`config.mk`:
```
export PLATFORM = sky130hd
export DESIGN_NAME = axis_s2mm_sts_gen_flat
export DESIGN_NICKNAME = d
export VERILOG_FILES = /design/src/rtl/axis_sts_pkg.sv /design/src/rtl/axis_s2mm_sts_gen_if.sv /design/src/rtl/axis_sts_fifo.sv /design/src/rtl/axis_s2mm_sts_gen.sv /design/src/flat_wrapper.sv
export SDC_FILE = /design/constraint.sdc
export NUM_CORES = 1
export LEC_CHECK = 0
export BUFFER_PORTS_ARGS = -buffer_cell sky130_fd_sc_hd__buf_2
export CELL_PAD_IN_SITES_DETAIL_PLACEMENT = 1
export CELL_PAD_IN_SITES_GLOBAL_PLACEMENT = 1
export CORE_ASPECT_RATIO = 1.75
export CORE_UTILIZATION = 25
export CTS_BUF_LIST = sky130_fd_sc_hd__clkbuf_4
export CTS_CLUSTER_SIZE = 40
export DETAILED_ROUTE_END_ITERATION = 7
export PLACE_DENSITY = 0.54
export SYNTH_ARGS = -nofsm -noshare
export SYNTH_HDL_FRONTEND = slang
export SYNTH_SLANG_ARGS = --single-unit
```
`constraint.sdc`:
```
create_clock -name m_axi_s2mm_aclk -period 2.9 [get_ports m_axi_s2mm_aclk]
set_input_delay 0 -clock m_axi_s2mm_aclk [delete_from_list [all_inputs] [get_ports m_axi_s2mm_aclk]]
set_output_delay 0 -clock m_axi_s2mm_aclk [all_outputs]
set_load 0.005 [all_outputs]
```
`src/rtl/axis_sts_pkg.sv`:
```
// Shared types and helpers for the S2MM status generator.
// Word indices, FSM encoding, status bit positions, popcount.
package axis_sts_pkg;

  localparam int W0 = 0;
  localparam int W1 = 1;
  localparam int W2 = 2;
  localparam int W3 = 3;
  localparam int W4 = 4;

  typedef enum logic [2:0] {
    ST_W0   = 3'(W0),
    ST_W1   = 3'(W1),
    ST_W2   = 3'(W2),
    ST_W3   = 3'(W3),
    ST_W4   = 3'(W4),
    ST_IDLE = 3'd7
  } sts_state_t;

  localparam logic [3:0] STS_FLAG_DEF = 4'h5;

  localparam int STS_OVF = 0;
  localparam int STS_ZK  = 1;

  function automatic logic [7:0] popcount(input logic [127:0] v);
    logic [7:0] n;
    n = '0;
    for (int i = 0; i < 128; i++) n = n + 8'(v[i]);
    return n;
  endfunction

endpackage

```
`src/rtl/axis_s2mm_sts_gen_if.sv`:
```
// AXI-Stream bundle shared by the data, upstream and status ports.
// master drives payload/valid, slave drives ready.
interface axis_s2mm_sts_gen_if #(
  parameter int DW = 128
) ();
  logic [DW-1:0]   tdata;
  logic [DW/8-1:0] tkeep;
  logic            tvalid;
  logic            tlast;
  logic            tready;

  modport master (
    output tdata, tkeep, tvalid, tlast,
    input  tready
  );

  modport slave (
    input  tdata, tkeep, tvalid, tlast,
    output tready
  );
endinterface

```
`src/rtl/axis_sts_fifo.sv`:
```
// Small synchronous FIFO holding pending status records.
// full/empty are registered; more flags a second entry behind head.
module axis_sts_fifo #(
  parameter int W     = 57,
  parameter int DEPTH = 4
) (
  input  logic         clk,
  input  logic         rst_n,
  input  logic         push,
  input  logic [W-1:0] din,
  input  logic         pop,
  output logic [W-1:0] dout,
  output logic         full,
  output logic         empty,
  output logic         more
);
  localparam int AW = $clog2(DEPTH);

  logic [W-1:0]  mem [DEPTH];
  logic [AW-1:0] wp, rp;
  logic [AW:0]   cnt, cnt_n;
  logic          wr, rd;

  assign wr   = push & ~full;
  assign rd   = pop & ~empty;
  assign dout = mem[rp];
  assign more = cnt > (AW+1)'(1);

  always_comb begin
    cnt_n = cnt + (AW+1)'(wr) - (AW+1)'(rd);
  end

  always_ff @(posedge clk) begin
    if (wr) mem[wp] <= din;
  end

  always_ff @(posedge clk or negedge rst_n) begin
    if (!rst_n) begin
      wp    <= '0;
      rp    <= '0;
      cnt   <= '0;
      full  <= 1'b0;
      empty <= 1'b1;
    end else begin
      if (wr) wp <= wp + AW'(1);
      if (rd) rp <= rp + AW'(1);
      cnt   <= cnt_n;
      full  <= cnt_n == (AW+1)'(DEPTH);
      empty <= cnt_n == '0;
    end
  end
endmodule

```
`src/rtl/axis_s2mm_sts_gen.sv`:
```
// S2MM pass-through that measures each frame and emits a
// 5-word status record per frame on the DMA status stream.
module axis_s2mm_sts_gen
  import axis_sts_pkg::*;
#(
  parameter int         C_S_AXIS_S2MM_TDATA_WIDTH     = 128,
  parameter int         C_S_AXIS_S2MM_STS_TDATA_WIDTH = 32,
  parameter int         C_LEN_WIDTH                   = 23,
  parameter int         C_STS_FIFO_DEPTH              = 4,
  parameter logic [3:0] C_STS_FLAG                    = STS_FLAG_DEF
) (
  input logic                  m_axi_s2mm_aclk,
  input logic                  axi_resetn,
  axis_s2mm_sts_gen_if.slave   aes,
  axis_s2mm_sts_gen_if.master  s_axis_s2mm,
  axis_s2mm_sts_gen_if.master  s_axis_s2mm_sts
);
  localparam int SW = C_S_AXIS_S2MM_STS_TDATA_WIDTH;
  localparam int LW = C_LEN_WIDTH;
  localparam int RW = LW + 34;

  logic          full, empty, more;
  logic          stall, hs, push, pop, sts_hs;
  logic [RW-1:0] rec, head;
  logic [LW-1:0] byte_cnt, byte_nxt;
  logic [LW:0]   byte_sum;
  logic [15:0]   beat_cnt, beat_nxt, seq;
  logic          zk, ovf, zk_nxt, ovf_nxt;
  sts_state_t    state_q, state_d;
  logic [SW-1:0] word_d, word_q;
  logic          vld_q, last_q;

  // Only a frame-ending beat needs a FIFO slot, so only it stalls
  assign stall = aes.tvalid & aes.tlast & full;

  assign s_axis_s2mm.tdata  = aes.tdata;
  assign s_axis_s2mm.tkeep  = aes.tkeep;
  assign s_axis_s2mm.tlast  = aes.tlast;
  assign s_axis_s2mm.tvalid = aes.tvalid & ~stall;
  assign aes.tready         = s_axis_s2mm.tready & ~stall;

  assign hs   = s_axis_s2mm.tvalid & s_axis_s2mm.tready;
  assign push = hs & aes.tlast;

  always_comb begin
    byte_sum = {1'b0, byte_cnt}
             + (LW+1)'(popcount(128'(aes.tkeep)));
    byte_nxt = byte_sum[LW] ? '1 : byte_sum[LW-1:0];
    ovf_nxt  = ovf | byte_sum[LW];
    beat_nxt = (&beat_cnt) ? beat_cnt : beat_cnt + 16'd1;
    zk_nxt   = zk | ~|aes.tkeep;
    rec      = {byte_nxt, beat_nxt, seq, zk_nxt, ovf_nxt};
  end

  always_ff @(posedge m_axi_s2mm_aclk or negedge axi_resetn) begin
    if (!axi_resetn) begin
      byte_cnt <= '0;
      beat_cnt <= '0;
      seq      <= '0;
      zk       <= 1'b0;
      ovf      <= 1'b0;
    end else if (hs) begin
      if (aes.tlast) begin
        byte_cnt <= '0;
        beat_cnt <= '0;
        zk       <= 1'b0;
        ovf      <= 1'b0;
        seq      <= seq + 16'd1;
      end else begin
        byte_cnt <= byte_nxt;
        beat_cnt <= beat_nxt;
        zk       <= zk_nxt;
        ovf      <= ovf_nxt;
      end
    end
  end

  axis_sts_fifo #(
    .W     (RW),
    .DEPTH (C_STS_FIFO_DEPTH)
  ) u_fifo (
    .clk   (m_axi_s2mm_aclk),
    .rst_n (axi_resetn),
    .push  (push),
    .din   (rec),
    .pop   (pop),
    .dout  (head),
    .full  (full),
    .empty (empty),
    .more  (more)
  );

  assign sts_hs = vld_q & s_axis_s2mm_sts.tready;

  always_ff @(posedge m_axi_s2mm_aclk or negedge axi_resetn) begin
    if (!axi_resetn) begin
      state_q <= ST_IDLE;
      vld_q   <= 1'b0;
      last_q  <= 1'b0;
      word_q  <= '0;
    end else begin
      state_q <= state_d;
      vld_q   <= state_d != ST_IDLE;
      last_q  <= state_d == ST_W4;
      word_q  <= word_d;
    end
  end

  // Head stays put until the W4 pop, so words can be re-read from it
  always_comb begin
    state_d = state_q;
    pop     = 1'b0;
    unique case (state_q)
      ST_IDLE: if (!empty) state_d = ST_W0;
      ST_W0:   if (sts_hs) state_d = ST_W1;
      ST_W1:   if (sts_hs) state_d = ST_W2;
      ST_W2:   if (sts_hs) state_d = ST_W3;
      ST_W3:   if (sts_hs) state_d = ST_W4;
      ST_W4: begin
        if (sts_hs) begin
          pop     = 1'b1;
          state_d = more ? ST_W0 : ST_IDLE;
        end
      end
      default: state_d = ST_IDLE;
    endcase
  end

  always_comb begin
    word_d = '0;
    unique case (state_d)
      ST_W0:   word_d = SW'({C_STS_FLAG, 28'h0});
      ST_W1:   word_d = SW'(head[RW-1 -: LW]);
      ST_W2:   word_d = SW'(head[33:18]);
      ST_W3:   word_d = SW'(head[17:2]);
      ST_W4:   word_d = SW'({head[STS_ZK], head[STS_OVF]});
      default: word_d = '0;
    endcase
  end

  assign s_axis_s2mm_sts.tdata  = word_q;
  assign s_axis_s2mm_sts.tkeep  = '1;
  assign s_axis_s2mm_sts.tvalid = vld_q;
  assign s_axis_s2mm_sts.tlast  = last_q;
endmodule

```
`src/flat_wrapper.sv`:
```
// flat-port wrapper written by rule: the top's interface ports become plain ports
module axis_s2mm_sts_gen_flat import axis_sts_pkg::*;
#(
  parameter int         C_S_AXIS_S2MM_TDATA_WIDTH     = 128,
  parameter int         C_S_AXIS_S2MM_STS_TDATA_WIDTH = 32,
  parameter int         C_LEN_WIDTH                   = 23,
  parameter int         C_STS_FIFO_DEPTH              = 4,
  parameter logic [3:0] C_STS_FLAG                    = STS_FLAG_DEF
)
  (m_axi_s2mm_aclk, axi_resetn, aes_tdata, aes_tkeep, aes_tvalid, aes_tlast, aes_tready, s_axis_s2mm_tdata, s_axis_s2mm_tkeep, s_axis_s2mm_tvalid, s_axis_s2mm_tlast, s_axis_s2mm_tready, s_axis_s2mm_sts_tdata, s_axis_s2mm_sts_tkeep, s_axis_s2mm_sts_tvalid, s_axis_s2mm_sts_tlast, s_axis_s2mm_sts_tready);
  axis_s2mm_sts_gen_if #(.DW(128)) aes_i ();
  axis_s2mm_sts_gen_if #(.DW(128)) s_axis_s2mm_i ();
  axis_s2mm_sts_gen_if #(.DW(32)) s_axis_s2mm_sts_i ();
  input logic m_axi_s2mm_aclk;
  input logic axi_resetn;
  input wire logic [$bits(aes_i.tdata)-1:0] aes_tdata;
  input wire logic [$bits(aes_i.tkeep)-1:0] aes_tkeep;
  input wire logic [$bits(aes_i.tvalid)-1:0] aes_tvalid;
  input wire logic [$bits(aes_i.tlast)-1:0] aes_tlast;
  output wire logic [$bits(aes_i.tready)-1:0] aes_tready;
  output wire logic [$bits(s_axis_s2mm_i.tdata)-1:0] s_axis_s2mm_tdata;
  output wire logic [$bits(s_axis_s2mm_i.tkeep)-1:0] s_axis_s2mm_tkeep;
  output wire logic [$bits(s_axis_s2mm_i.tvalid)-1:0] s_axis_s2mm_tvalid;
  output wire logic [$bits(s_axis_s2mm_i.tlast)-1:0] s_axis_s2mm_tlast;
  input wire logic [$bits(s_axis_s2mm_i.tready)-1:0] s_axis_s2mm_tready;
  output wire logic [$bits(s_axis_s2mm_sts_i.tdata)-1:0] s_axis_s2mm_sts_tdata;
  output wire logic [$bits(s_axis_s2mm_sts_i.tkeep)-1:0] s_axis_s2mm_sts_tkeep;
  output wire logic [$bits(s_axis_s2mm_sts_i.tvalid)-1:0] s_axis_s2mm_sts_tvalid;
  output wire logic [$bits(s_axis_s2mm_sts_i.tlast)-1:0] s_axis_s2mm_sts_tlast;
  input wire logic [$bits(s_axis_s2mm_sts_i.tready)-1:0] s_axis_s2mm_sts_tready;
  assign aes_i.tdata = aes_tdata;
  assign aes_i.tkeep = aes_tkeep;
  assign aes_i.tvalid = aes_tvalid;
  assign aes_i.tlast = aes_tlast;
  assign aes_tready = aes_i.tready;
  assign s_axis_s2mm_tdata = s_axis_s2mm_i.tdata;
  assign s_axis_s2mm_tkeep = s_axis_s2mm_i.tkeep;
  assign s_axis_s2mm_tvalid = s_axis_s2mm_i.tvalid;
  assign s_axis_s2mm_tlast = s_axis_s2mm_i.tlast;
  assign s_axis_s2mm_i.tready = s_axis_s2mm_tready;
  assign s_axis_s2mm_sts_tdata = s_axis_s2mm_sts_i.tdata;
  assign s_axis_s2mm_sts_tkeep = s_axis_s2mm_sts_i.tkeep;
  assign s_axis_s2mm_sts_tvalid = s_axis_s2mm_sts_i.tvalid;
  assign s_axis_s2mm_sts_tlast = s_axis_s2mm_sts_i.tlast;
  assign s_axis_s2mm_sts_i.tready = s_axis_s2mm_sts_tready;
  axis_s2mm_sts_gen #(.C_S_AXIS_S2MM_TDATA_WIDTH(C_S_AXIS_S2MM_TDATA_WIDTH), .C_S_AXIS_S2MM_STS_TDATA_WIDTH(C_S_AXIS_S2MM_STS_TDATA_WIDTH), .C_LEN_WIDTH(C_LEN_WIDTH), .C_STS_FIFO_DEPTH(C_STS_FIFO_DEPTH), .C_STS_FLAG(C_STS_FLAG)) u_core (.m_axi_s2mm_aclk(m_axi_s2mm_aclk), .axi_resetn(axi_resetn), .aes(aes_i), .s_axis_s2mm(s_axis_s2mm_i), .s_axis_s2mm_sts(s_axis_s2mm_sts_i));
endmodule
```
==> key figures, run 1 <==
Run status
  • Status: finished with violations
  • Failing checks: setup timing

Final layout
  • Area grow syn2layout: 15.5%
  • Layout cells sized above 1: 34.9%
  • Layout fillers: between 6000 and 7000
  • Final core utilization: roughly 29%
  • # nets final: between 1000 and 1500
  • Post-Layout Inst Area: between 15000 and 20000 µm²

STA
  • Worst path setup slack after routing: -1310 ps
  • Hold Slack: about 0.0018 ps
  • Hold Violations, Final: 0
  • Tightest Pin Transition: between 700 and 800 ps
  • Setup TNS: -148670 ps
  • Slew Limit Fails: 0
  • Slew headroom: 53.1%
  • RSZ-0062 raised after global routing: yes
  • Fin Clk Skew: 40.4 ps
  • Fin crit share: 145%
  • Max Fclk: 0.237 GHz
  • Final setup viols: 120
  • Final Critical Period: about 4200 ps

Synth
  • Synth cell types: between 70 and 80
  • EDFF count, synth: about 230
  • FF+latch count, synth: 323
  • Post-synthesis cell count: approximately 1100
  • Mapped cell area: between 15000 and 20000 µm²
  • Primary FF master, synth: edfxtp_1
  • Avg Inst Size Synth: about 14 µm²
  • Async set-reset flop share out of synthesis: between 20% and 30%
  • Syn. warnings: 0
  • Post-synthesis sequential area ratio: between 50 and 60%

Worst setup path
  • Critical path class: input pin to register
  • Crit end category: register
  • Worst r2r src: u_core.state_q[2]$_DFF_PN1_
  • Critical path's slowest cell: fa_1
  • Worst path top cell family by delay: adder cells
  • Crit Path Max Fanout: 5
  • WP data arrival: ~4800 ps
  • CP startpoint: aes_tkeep[0]
  • Most frequent CP cell: fa_1
  • Critical path cell sequence: buf_8 > inv_6 > ha_4 > inv_2 > fa_1 > fa_1 > fa_1 > fa_1 > fa_2 > fa_2 > nor2b_1 > o21a_1 > ha_4 > and2_4 > a221o_2 > o2111ai_4 > buf_6 > buf_6 > and4_1 > nor3_2
  • Buffers and inverters on the worst path: 5
  • Critical Path Start Type: input pin
  • Max stage delay on crit path: approximately 530 ps
  • Worst endpoint required time: 3510 ps

Drt
  • Drc violations: 0
  • Vias after detailed routing: 9459
  • First-pass DRT Iterations: 5
  • Number of DRC markers in iteration 0: 361
  • DR WL/cell: about 23 µm
  • Post-Route WL: 47900 µm
  • Via-to-Cell Ratio: roughly 4.6
  • Routed Antenna Nets: 0

Global routing
  • First-pass GRT wire length: a little under 70000 µm
  • Initial antenna violation count: 2
  • Largest net degree at the start of global routing: 58
  • Grt ovf: 0
  • Gr usage total: 15.5%
  • Vias in the first global route: 10400

Power and ir drop
  • Peak VDD IR: between 400 and 500 µV
  • Leakage power: approximately 0.0067 µW
  • Pwr dens: roughly 870 nW/µm²

Placed design
  • Pre-CTS setup slack: -2200 ps
  • Placed Instance Area: about 16000 µm²
  • I/O Buffers: 67
  • Hpwl dp: about 35000 µm
  • RD Place Congestion: between 0.7 and 0.8

Clock network
  • Max Root-Sink Buffers: 3
  • CTS root buf: clkbuf_4
  • Worst-Skew Late Latency: 740 ps
  • Clock transition at the registers of the reported paths: around 70 ps
  • CTS HTree Levels: 3
  • TritonCTS clock tree: yes
  • Clock sink total: about 320
  • Number of buffers created by CTS: 75

Hold path
  • Worst hold start: aes_tdata[33]
  • Hold Crit Class: input pin to output pin

Floorplan
  • Core ar.: between 60000 and 70000 µm²
  • IO Count: between 300 and 400
  • Starting density of the core: about a quarter
  • Site Rows: 120
  • Die Wd: roughly 190 µm
  • Die area: roughly 63000 µm²
  • Die height: between 300 and 400 µm

Flow run
  • Max-Cap Viols: 0
==> per-layer routing <==
metal  up-vias  share of wire (%)  wire length [µm]  global-route usage [%]
met5         -                  0                 0                       0
met4         0                7.8              3710                    11.8
met3       228                8.8              4230                    5.59
met2       314                 54             25900                    29.0
met1      4735                 29             14000                    13.0
li1       4182                  -                 -                       -
==> final cells by class <==
type / count / area (µm²) / area share [%]
clock inverter: 24 / 150 / 0.841
tap: 793 / 992 / 5.56
sequential: 323 / 9230 / 51.7
clock buffer: 111 / 833 / 4.67
antenna: 1 / 2.50 / 0.0140
multi-input combinational: 571 / 5070 / 28.4
timing repair buffer: 179 / 1420 / 7.94
inverter: 40 / 163 / 0.911
==> through the flow <==
stage | total power [µW] | std cells
finish | 15500 | 2042
global route | 16500 | 2042
CTS | 15700 | 2040
detailed placement | 11400 | 1888
global placement | 11300 | 1888
floorplan | 9290 | 1144
==> final timing paths <==
check	endpoint	slack, ps	depth (start not counted)
max	u_core.byte_cnt[21]$_DFFE_PN0P_	-1310	20
min	s_axis_s2mm_tdata[33]	0.002	0
max reg2reg	u_core.u_fifo.full$_DFF_PN0_	320	11
min reg2reg	u_core.ovf$_DFFE_PN0P_	490	2
max in group asynchronous	u_core.u_fifo.empty$_DFF_PN1_	2140	4
min in group asynchronous	u_core.s_axis_s2mm_sts.tdata[21]$_DFF_PN0_	460	4
==> cells in the mapped netlist, drive strengths merged, types with 6 or more instances <==
master / instances / area, µm²
inv: 40 / 150
a21oi: 32 / 160
clkbuf: 31 / 116
nor3: 20 / 115
fa: 12 / 240
xor2: 13 / 114
mux2i: 6 / 60.1
dfrtp: 91 / 2280
nand3: 72 / 370
o21ai: 25 / 125
nor2b: 9 / 56.3
buf: 179 / 1290
nor4: 7 / 71.3
nand4: 13 / 96.3
nand2b: 21 / 131
mux4: 57 / 1280
edfxtp: 228 / 6850
ha: 21 / 263
a31oi: 18 / 113
nand2: 54 / 203
nor2: 40 / 158
xnor2: 29 / 254
and2: 14 / 90.1
and3: 28 / 175
==> kinds of logic after synthesis <==
kind of cell	after synthesis	synth area share [%]
multiplexers	65	8.84
AND/OR/NAND/NOR	300	10.6
other	2	0.0486
AO/OA/AOI/OAI	120	5.12
buffers and inverters	250	10.0
adder cells (fa/ha/maj)	33	3.25
XOR/XNOR	42	2.38
flip-flops	323	59.7
==> timing repair <==
item	4_1_cts	5_1_grt
cloned	2	0
setup buffers	6	1
setup endpoints to repair	120	120
hold buffers	9	0
endpoints found under the hold margin	122	0
resized for setup	58	18
pin swaps	15	0
==> power breakdown <==
| group | switching, µW | internal, µW |
|---|---|---|
| Combinational | 2890 | 2510 |
| Clock | 1860 | 1940 |
| Sequential | 465 | 5820 |
==> sequential cells by signal, indices dropped and copies added, names as in the netlist, 2 cells and up <==
register and cells:
u_core.beat_cnt 16, u_core.state_q 3, u_core.u_fifo.rp 2, u_core.u_fifo.wp 2, u_core.u_fifo.cnt 3, u_core.u_fifo.mem 228, u_core.seq 16, u_core.byte_cnt 23
u_core.s_axis_s2mm_sts.tdata 24
==> placed cells by master, fill, tap and decap left out, types with 8 or more instances in the layout <==
master	n
dlygate4sd3_1	8
mux4_2	57
nor2b_1	9
inv_1	35
nor3_1	15
a21oi_1	26
nand2_1	47
ha_1	17
nand2b_1	21
xnor2_1	25
nand3_1	68
nand4_1	12
clkbuf_4	111
nor2_1	38
fa_1	9
and3_1	24
edfxtp_1	228
o21ai_0	14
clkinv_1	15
conb_1	11
buf_12	11
buf_6	11
buf_4	82
xor2_1	12
buf_2	64
a31oi_1	16
dfrtp_1	89
Power figures use the tool's default switching activity.
==> run 2: changes to the inputs <==
CORE_UTILIZATION = 46   (was 25)
PLACE_DENSITY = 0.87   (was 0.54)
==> run 2 against run 1 <==
The run still ends with setup timing left. Fmax is 4.8% lower. Hold slack hardly changed. Flip-flop and latch count stayed put. Cell area hardly changed. Register-to-register slack worse by 180 ps. Routed wire length is 20% higher. First-iteration DRC count grew to 3.0 times the previous value.
==> key figures, run 2 (synthesis gave the netlist of run 1 again) <==
Final layout
  • Multi-input logic area: 5460 µm² (+7.8%)
  • Area grow syn2layout: 15.5% (about the same)
  • Commonest non-fill, non-tap cell in the layout: edfxtp_1
  • Register Area: 9230 µm² (unchanged)
  • Max reg flops: 228 (unchanged)
  • Commonest non-fill, non-tap cells in the layout: edfxtp_1, clkbuf_4, dfrtp_1
  • Top reg by flops: u_core.u_fifo.mem
  • Layout Cells excl Fill: 1651 (-19%)
  • Layout fillers: 3201 (-51%)
  • Layout cells sized above 1: 36.9% (+2.0 points)
  • Post-Layout Inst Area: 17900 µm² (about the same)
  • # nets final: 1374 (+0.073%)

Floorplan
  • Die area: 34400 µm² (-45%)
  • Die Wd: 141 µm (-26%)
  • Core ar.: 33000 µm² (-46%)
  • Starting density of the core: 46.8% (+22 points)
  • Site Rows: 88 (-27%)
  • IO Count: 335 (unchanged)
  • Die height: 245 µm (-26%)

STA
  • Final Critical Period: 4430 ps (+215 ps)
  • Worst path setup slack after routing: -1530 ps (-215 ps)
  • Fin crit share: 153% (+7.4 points)
  • Slew headroom: 37.9% (-15 points)
  • Final setup viols: 120 (unchanged)
  • Slew Limit Fails: 0 (unchanged)
  • Tightest Pin Transition: 927 ps (+226 ps)
  • RSZ-0062 raised after global routing: yes
  • Hold Slack: 0.00229 ps (+0.000491 ps)
  • Max Fclk: 0.226 GHz (-4.8%)
  • Fin Clk Skew: 63.2 ps (+22.8 ps)
  • Hold Violations, Final: 0 (unchanged)

Clock network
  • CTS root buf: clkbuf_4
  • Worst-Skew Late Latency: 770 ps (+30 ps)
  • CTS HTree Levels: 3 (unchanged)
  • Clock sink total: 323 (unchanged)
  • Number of buffers created by CTS: 70 (-6.7%)
  • Max Root-Sink Buffers: 3 (unchanged)
  • TritonCTS clock tree: yes
  • Clock transition at the registers of the reported paths: 70 ps (about the same)

Power and ir drop
  • NetSw: 6210 µW (+19%)
  • Peak VDD IR: 596 µV (+23%)
  • Leakage power: 0.00683 µW (+1.4%)
  • Internal power: 10700 µW (+4.2%)
  • Pwr dens: 947 nW/µm² (+9.2%)
  • Logic gate share of total power: 39.9% (+5.1 points)
  • Switch share: 36.7% (+3.1 points)
  • Clock power share: 22.3% (-2.3 points)
  • Sequential share of power: 37.8% (-2.8 points)

Hold path
  • Hold Crit Class: input pin to output pin
  • Min-Delay Endpoint: s_axis_s2mm_tdata[125]
  • Worst hold start: aes_tdata[125]
  • Hold path cells: 0 (unchanged)

Worst setup path
  • Max stage delay on crit path: 540 ps (about the same)
  • Critical path cell sequence: buf_8 > inv_8 > ha_4 > inv_2 > fa_1 > fa_1 > fa_1 > fa_1 > fa_2 > fa_2 > nor2b_1 > o21a_1 > ha_4 > and2_4 > a221o_1 > o2111ai_4 > buf_12 > buf_16 > and3_1 > nor3_2
  • Worst flop-to-flop path endpoint: u_core.u_fifo.full$_DFF_PN0_
  • Critical path's slowest cell: fa_1
  • Crit Path Max Fanout: 7 (+2)
  • Buffers and inverters on the worst path: 5 (unchanged)
  • FF-to-FF setup slack: 140 ps (-180 ps)
  • Critical Path Start Type: input pin
  • Worst path top cell family by delay: adder cells
  • Reg2reg path depth: 11 (unchanged)
  • Crit end category: register
  • Worst endpoint required time: 3470 ps (-40 ps)
  • Critical path class: input pin to register
  • Most frequent CP cell: fa_1
  • Worst r2r src: u_core.state_q[2]$_DFF_PN1_
  • WP data arrival: 5000 ps (+170 ps)

Drt
  • Vias after detailed routing: 10400 (+9.7%)
  • Number of DRC markers in iteration 0: 1100 (+200%)
  • Via-to-Cell Ratio: 6.29 (+36%)
  • First-pass DRT Iterations: 5 (unchanged)
  • DR WL/cell: 34.8 µm (+48%)
  • Routed Antenna Nets: 0 (unchanged)
  • Drc violations: 0 (unchanged)
  • Post-Route WL: 57400 µm (+20%)

Placed design
  • I/O Buffers: 67 (unchanged)
  • Pre-CTS setup slack: -2300 ps (-96.6 ps)
  • Placed Instance Area: 15800 µm² (-3.7%)
  • Dpl cells: 1488 (-21%)
  • RD Place Congestion: 0.894 (+16%)
  • Hpwl dp: 37000 µm (+5.2%)

Global routing
  • Largest net degree at the start of global routing: 50 (-14%)
  • First-pass GRT wire length: 80900 µm (+16%)
  • Grt ovf: 0 (unchanged)
  • Initial antenna violation count: 1 (-1)
  • Gr usage total: 33.7% (+18 points)
  • Vias in the first global route: 11300 (+7.8%)

Run status
  • Failing checks: setup timing
  • Status: finished with violations

Flow run
  • Max-Cap Viols: 0 (unchanged)
==> run 2: repair_timing <==
item	CTS	global route
hold buffers	10	0
setup endpoints to repair	120	121
hold endpoints to repair	128	0
cloned	4	0
resized for setup	109	46
pin swaps	14	12
buffers inserted	14	11
==> run 2: final cells by class <==
cell class / count / area share, %
Sequential cell: 323 / 51.7
Multi-Input combinational cell: 571 / 30.6
Timing Repair Buffer: 185 / 8.78
Clock buffer: 97 / 4.08
Tap cell: 405 / 2.84
Clock inverter: 29 / 1.08
Inverter: 40 / 0.911
Antenna cell: 1 / 0.0140
==> run 2: power by group through the flow <==
stage	logic [µW]	clock network, µW	registers (µW)
detailed placement	4960	0	6430
global route	7090	3980	6440
CTS	5920	3700	6350
floorplan	3150	0	6140
global placement	4620	0	6370
finish	6750	3770	6380
==> run 2: routing by layer <==
layer / vias up / share of wire, % / global-route usage (%)
met4: 2 / 9.3 / 27.8
li1: 4161 / - / -
met5: - / 0.24 / 2.78
met1: 5259 / 28 / 29.2
met2: 657 / 49 / 57.3
met3: 301 / 13 / 16.4
==> run 2: how the worst max path moves through the flow <==
stage                             from                                  to  slack (ps)  cells after the start
after floorplan           aes_tkeep[1]  u_core.u_fifo.mem[0][48]$_DFFE_PP_       -1820                     18
after global placement    aes_tkeep[1]  u_core.u_fifo.mem[0][38]$_DFFE_PP_       -2120                     18
after detailed placement  aes_tkeep[1]  u_core.u_fifo.mem[1][38]$_DFFE_PP_       -2300                     18
after CTS                 aes_tkeep[1]     u_core.byte_cnt[21]$_DFFE_PN0P_       -1340                     20
after global routing      aes_tkeep[1]     u_core.byte_cnt[12]$_DFFE_PN0P_       -1600                     23
final                     aes_tkeep[1]     u_core.byte_cnt[12]$_DFFE_PN0P_       -1530                     20
==> run 2: stage by stage <==
stage	utilization [%]	TNS, ps	total power, µW
6_report	54.1	-171310	16900
2_1_floorplan	-	-206620	9290
3_5_place_dp	47.7	-255490	11400
4_1_cts	53.0	-150390	16000
3_3_place_gp	47.7	-236720	11000
5_1_grt	54.1	-179210	17500
